--- config.mk ---
export PLATFORM = sky130hd
export DESIGN_NAME = io_bridge_fl
export DESIGN_NICKNAME = d
export VERILOG_FILES = /design/src/rtl/io_bridge_fl_pkg.sv /design/src/rtl/io_fifo.sv /design/src/rtl/io_bridge_fl.sv
export SDC_FILE = /design/constraint.sdc
export NUM_CORES = 1
export LEC_CHECK = 0
export ABC_CLOCK_PERIOD_IN_PS = 2100
export BUFFER_PORTS_ARGS = -buffer_cell sky130_fd_sc_hd__clkbuf_2
export CAP_MARGIN = 20
export CELL_PAD_IN_SITES_DETAIL_PLACEMENT = 2
export CELL_PAD_IN_SITES_GLOBAL_PLACEMENT = 2
export CORE_UTILIZATION = 39
export DETAILED_ROUTE_END_ITERATION = 10
export PLACE_DENSITY = 0.84
export SETUP_SLACK_MARGIN = 0.1
export SYNTH_ARGS = -nofsm -noshare
export SYNTH_HDL_FRONTEND = slang
export SYNTH_SLANG_ARGS = --single-unit
--- constraint.sdc ---
create_clock -name clk -period 2.1 [get_ports clk]
set_input_delay 0.42 -clock clk [delete_from_list [all_inputs] [get_ports clk]]
set_output_delay 0.42 -clock clk [all_outputs]
set_load 0.02 [all_outputs]
--- src/rtl/io_bridge_fl_pkg.sv ---
// io_bridge_fl_pkg: shared word-size defaults and helpers for the FP core IO bridge
package io_bridge_fl_pkg;
  localparam int NBMANT_DEF = 16;
  localparam int NBEXPO_DEF = 6;
  localparam int NUIOIN_DEF = 8;
  localparam int NUIOOU_DEF = 8;
  localparam int OFDEPTH_DEF = 4;
  function automatic int word_w(input int nbmant, input int nbexpo);
    return nbmant + nbexpo + 1;
  endfunction
endpackage

--- src/rtl/io_fifo.sv ---
// io_fifo: synchronous first-word-fall-through FIFO with count-based full/empty
module io_fifo #(
  parameter int WIDTH = 8,
  parameter int DEPTH = 4
) (
  input  logic             clk,
  input  logic             rst,
  input  logic             push,
  input  logic             pop,
  input  logic [WIDTH-1:0] din,
  output logic [WIDTH-1:0] dout,
  output logic             full,
  output logic             empty
);
  localparam int AW = $clog2(DEPTH);
  logic [WIDTH-1:0] mem [DEPTH];
  logic [AW-1:0] wp, rp;
  logic [AW:0] cnt;
  // pointers wrap naturally since depth is a power of two
  always_ff @(posedge clk or negedge rst)
    if (!rst) begin
      wp <= '0;
      rp <= '0;
      cnt <= '0;
    end else begin
      if (push) wp <= wp + 1'b1;
      if (pop) rp <= rp + 1'b1;
      cnt <= cnt + {{AW{1'b0}}, push} - {{AW{1'b0}}, pop};
    end
  // storage needs no reset; only slots below the count are ever visible
  always_ff @(posedge clk)
    if (push) mem[wp] <= din;
  assign dout = mem[rp];
  assign full = cnt == (AW+1)'(DEPTH);
  assign empty = cnt == '0;
endmodule

--- src/rtl/io_bridge_fl.sv ---
// io_bridge_fl: peripheral-side responder for the FP core IO port (input holding regs, output FIFO)
module io_bridge_fl
  import io_bridge_fl_pkg::*;
#(
  parameter int NBMANT = NBMANT_DEF,
  parameter int NBEXPO = NBEXPO_DEF,
  parameter int NUIOIN = NUIOIN_DEF,
  parameter int NUIOOU = NUIOOU_DEF,
  parameter int OFDEPTH = OFDEPTH_DEF,
  localparam int W = word_w(NBMANT, NBEXPO),
  localparam int AIW = $clog2(NUIOIN),
  localparam int AOW = $clog2(NUIOOU)
) (
  input  logic              clk,
  input  logic              rst,
  output logic [W-1:0]      io_in,
  input  logic [AIW-1:0]    addr_in,
  input  logic              req_in,
  input  logic [W-1:0]      data_out,
  input  logic [AOW-1:0]    addr_out,
  input  logic              out_en,
  input  logic [W-1:0]      ext_in_data,
  input  logic [AIW-1:0]    ext_in_addr,
  input  logic              ext_in_valid,
  output logic              ext_in_ready,
  output logic [NUIOIN-1:0] in_fresh,
  output logic [W-1:0]      ext_out_data,
  output logic [AOW-1:0]    ext_out_addr,
  output logic              ext_out_valid,
  input  logic              ext_out_ready,
  output logic              ovf,
  input  logic              ovf_clr
);
  logic [W-1:0] hreg [NUIOIN];
  logic [NUIOIN-1:0] we, rd;
  logic push, pop, full, empty;
  // address decode; out-of-range addresses match nothing, so they read 0 and are never ready
  always_comb begin
    io_in = '0;
    ext_in_ready = 1'b0;
    we = '0;
    rd = '0;
    for (int i = 0; i < NUIOIN; i++) begin
      io_in = (addr_in == AIW'(i)) ? hreg[i] : io_in;
      ext_in_ready = (ext_in_addr == AIW'(i)) ? ~in_fresh[i] : ext_in_ready;
      rd[i] = req_in & (addr_in == AIW'(i));
    end
    for (int i = 0; i < NUIOIN; i++)
      we[i] = ext_in_valid & ext_in_ready & (ext_in_addr == AIW'(i));
  end
  // holding registers; a write in the same cycle as a read leaves the value fresh
  always_ff @(posedge clk or negedge rst)
    if (!rst) begin
      for (int i = 0; i < NUIOIN; i++) hreg[i] <= '0;
      in_fresh <= '0;
    end else begin
      for (int i = 0; i < NUIOIN; i++) if (we[i]) hreg[i] <= ext_in_data;
      in_fresh <= we | (in_fresh & ~rd);
    end
  assign pop = ext_out_valid & ext_out_ready;
  assign push = out_en & (~full | pop);
  assign ext_out_valid = ~empty;
  io_fifo #(.WIDTH(AOW + W), .DEPTH(OFDEPTH)) u_fifo (
    .clk   (clk),
    .rst   (rst),
    .push  (push),
    .pop   (pop),
    .din   ({addr_out, data_out}),
    .dout  ({ext_out_addr, ext_out_data}),
    .full  (full),
    .empty (empty)
  );
  // sticky overflow on a dropped write; a new overflow beats a clear
  always_ff @(posedge clk or negedge rst)
    if (!rst) ovf <= 1'b0;
    else ovf <= (out_en & full & ~pop) | (ovf & ~ovf_clr);
endmodule

==> impl_metrics.env <==
export IMPL_status="finished with violations"
export IMPL_failed_checks="negative setup slack"
export IMPL_hold_slack_ps=77.5
export IMPL_synthesis_nets=886
export IMPL_die_x_um=186
export IMPL_p_switching_mw=7.22
export IMPL_path_delay_family="compound AO/OA/AOI/OAI gates"
export IMPL_layout_min_cycle_time_ps=2360
export IMPL_drt_iter0_drc=481
export IMPL_port_buffers=121
export IMPL_grt_pass1_vias=9947
export IMPL_drt_pass1_iterations=5
export IMPL_cts_root_buffer="clkbuf_16"
export IMPL_fin_nets=1093
export IMPL_intPower_mw=15.2
export IMPL_place_ws_ps=-130
export IMPL_ir_drop_uv=942
export IMPL_routed_wl_um=47000
export IMPL_p_seq_share_pct=40.6
export IMPL_cp_end_kind="output pin"
export IMPL_critPathMaxFanout=2
export IMPL_busiest_layer="met2"
export IMPL_synth_top_area_share_pct=37.8
export IMPL_mostFrequentLayoutCells="dfrtp_1, mux2_2, edfxtp_1, clkbuf_2, buf_4"
export IMPL_worstSetupStartpointType="flip-flop"
export IMPL_cp_required_ps=1680
export IMPL_cts_htree_levels=2
export IMPL_cpMaxStageDelayCell="dfrtp_1"
export IMPL_p_leak_nw=7.02
export IMPL_post_synth_top_area_cell="dfrtp_1"
export IMPL_finalCritPeriodShare_pct=113
export IMPL_die_height_um=186
export IMPL_cts_sinks=304
export IMPL_die_area_mm2=0.0347
export IMPL_grt_usage_pct=26.7
export IMPL_rows=67
export IMPL_synth_edff_count=104
export IMPL_setup_violations=49
export IMPL_numCtsBuffers=36
export IMPL_start_util_pct=39.6
export IMPL_cts_path_max_buffers=3
export IMPL_clockPowerShare_pct=27.5
export IMPL_antenna_found_initial=0
export IMPL_synth_ff_type="dfrtp_1"
export IMPL_grt_max_degree=50
export IMPL_postSynth_asyncResetShare_pct=65.8
export IMPL_wire_per_inst_um=31.5
export IMPL_fmax_ghz=0.423
export IMPL_tightest_slew_ps=456
export IMPL_yosys_warnings=0
export IMPL_core_mm2=0.0334
export IMPL_met2_usage_pct=48.1
export IMPL_clk_latency_ps=550
export IMPL_final_hold_violation_count=0
export IMPL_cts_tree="yes"
export IMPL_rsz0062_at_grt="yes"
export IMPL_final_common_cell="dfrtp_1"
export IMPL_diodes=0
export IMPL_slowest_delay_ps=410
export IMPL_cp_arrival_ps=1940
export IMPL_finalMaxSlewViolations=0
export IMPL_switching_share_pct=32.3
export IMPL_critPathKind="flip-flop to output pin"
export IMPL_ys_types=46
export IMPL_via_per_inst=5.73
export IMPL_synth_seq_cells=304
export IMPL_area_growth_pct=29.1
export IMPL_combPwrFrac_pct=31.9
export IMPL_max_slew_margin_rel_pct=69.6
export IMPL_worst_path_buf_inv=1
export IMPL_cts_clk_slew_worst_paths_ps=60
export IMPL_drc=0
export IMPL_fin_skew_ps=34.1
export IMPL_synthTopCellsByArea="dfrtp_1, edfxtp_1, mux2_2, mux4_2, a32oi_1"
export IMPL_syn_avg_cell_area_um2=16.2
export IMPL_grt_overflow=0
export IMPL_fillers=2990
export IMPL_hp_class="input pin to flip-flop"
export IMPL_maxCapViolations=0
export IMPL_syn_inst=817
export IMPL_drive_gt1_share_pct=54.4
export IMPL_grtUsageMet3_pct=3.80
export IMPL_dp_hpwl_um=23900
export IMPL_path_cells="mux2_4, a221o_1, a32o_2, buf_8"
export IMPL_grtUsageMet1_pct=32.1
export IMPL_powerDensity_mw_per_mm2=1310
export IMPL_setup_ws_ps=-264
export IMPL_syn_area_mm2=0.0133
export IMPL_ant_nets=0
export IMPL_synth_seq_area_share_pct=61.3
export IMPL_grt_pass1_wl_um=68600
export IMPL_vias=8551
export IMPL_place_gp_congestion=0.732
export IMPL_num_io_pins=122
## logic make-up after synthesis
logic type	share of synthesized area, %
AOI/OAI and AO/OA	5.34
xor gates and xnor gates	0.330
adders and majority gates	0.717
buffers and inverters	3.11
DFF	61.3
muxes	24.9
and+or+nand+nor	4.29
## per-layer routing
layer / vias to the layer above / share of wire (%)
li1: 3523 / -
met1: 4592 / 38
met2: 315 / 53
met3: 121 / 4.6
met4: 0 / 4.0
met5: - / 0
## layout make-up
| type | instances | area (µm²) | share of cell area (%) |
|---|---|---|---|
| sequential | 304 | 8130 | 47.5 |
| clock buffer | 50 | 995 | 5.81 |
| timing repair buffer | 222 | 2190 | 12.8 |
| multi-input combinational | 450 | 5090 | 29.7 |
| inverter | 10 | 37.5 | 0.219 |
| tap | 448 | 561 | 3.27 |
| clock inverter | 9 | 109 | 0.636 |
## sequential cells by signal (all words and copies together), names as in the netlist
name and count:
u_fifo.rp 2, hreg 184, ovf 1, in_fresh 8, u_fifo.cnt 3, u_fifo.mem 104, u_fifo.wp 2
## metrics by stage
step	instance area (µm²)	utilization (%)	setup TNS, ps	instances	power, mW
final	17100	51.2	-7730	1493	22.4
after global routing	17100	51.2	-9660	1493	23.2
after CTS	16800	50.3	-7390	1484	21.5
after detailed placement	15000	44.7	-1930	1404	14.5
after global placement	15000	44.7	-951	1404	14.0
after floorplan	13300	-	0	817	12.3
## synth_stat cells (11+ instances only)
cell,n
a22o_1,17
a32oi_1,34
buf_2,14
buf_6,16
clkbuf_1,11
dfrtp_1,200
edfxtp_1,104
mux2_2,196
mux2i_1,23
mux4_2,32
nand2_1,31
nor2b_1,21
o21ai_0,22
## power by group through the flow
stage	Combinational (mW)	Sequential [mW]	Clock (mW)
2_1_floorplan	3.77	8.56	0
3_3_place_gp	5.31	8.70	0
3_5_place_dp	5.61	8.92	0
4_1_cts	6.46	8.89	6.16
5_1_grt	7.52	9.21	6.43
6_report	7.15	9.08	6.16
## final timing paths
check,from,to,slack (ps),depth (start not counted)
min reg2reg,hreg[133]$_DFFE_PN0P_,hreg[133]$_DFFE_PN0P_,500,1
max,hreg[72]$_DFFE_PN0P_,io_in[3],-260,4
max reg2reg,u_fifo.cnt[0]$_DFF_PN0_,u_fifo.cnt[2]$_DFF_PN0_,90,7
min in group asynchronous,rst,hreg[119]$_DFFE_PN0P_,400,2
max in group asynchronous,rst,in_fresh[4]$_DFF_PN0_,1010,3
min,ovf_clr,ovf$_DFF_PN0_,80,2
## timing repair
| item | 4_1_cts | 5_1_grt |
|---|---|---|
| setup endpoints to repair | 52 | 52 |
| pin swaps | 22 | 14 |
| endpoints found under the hold margin | 45 | 0 |
| cloned | 4 | 1 |
| hold buffers | 1 | 0 |
| resized for setup | 109 | 89 |
| setup buffers | 17 | 8 |
Note: power is estimated with default switching activity, not from simulation.
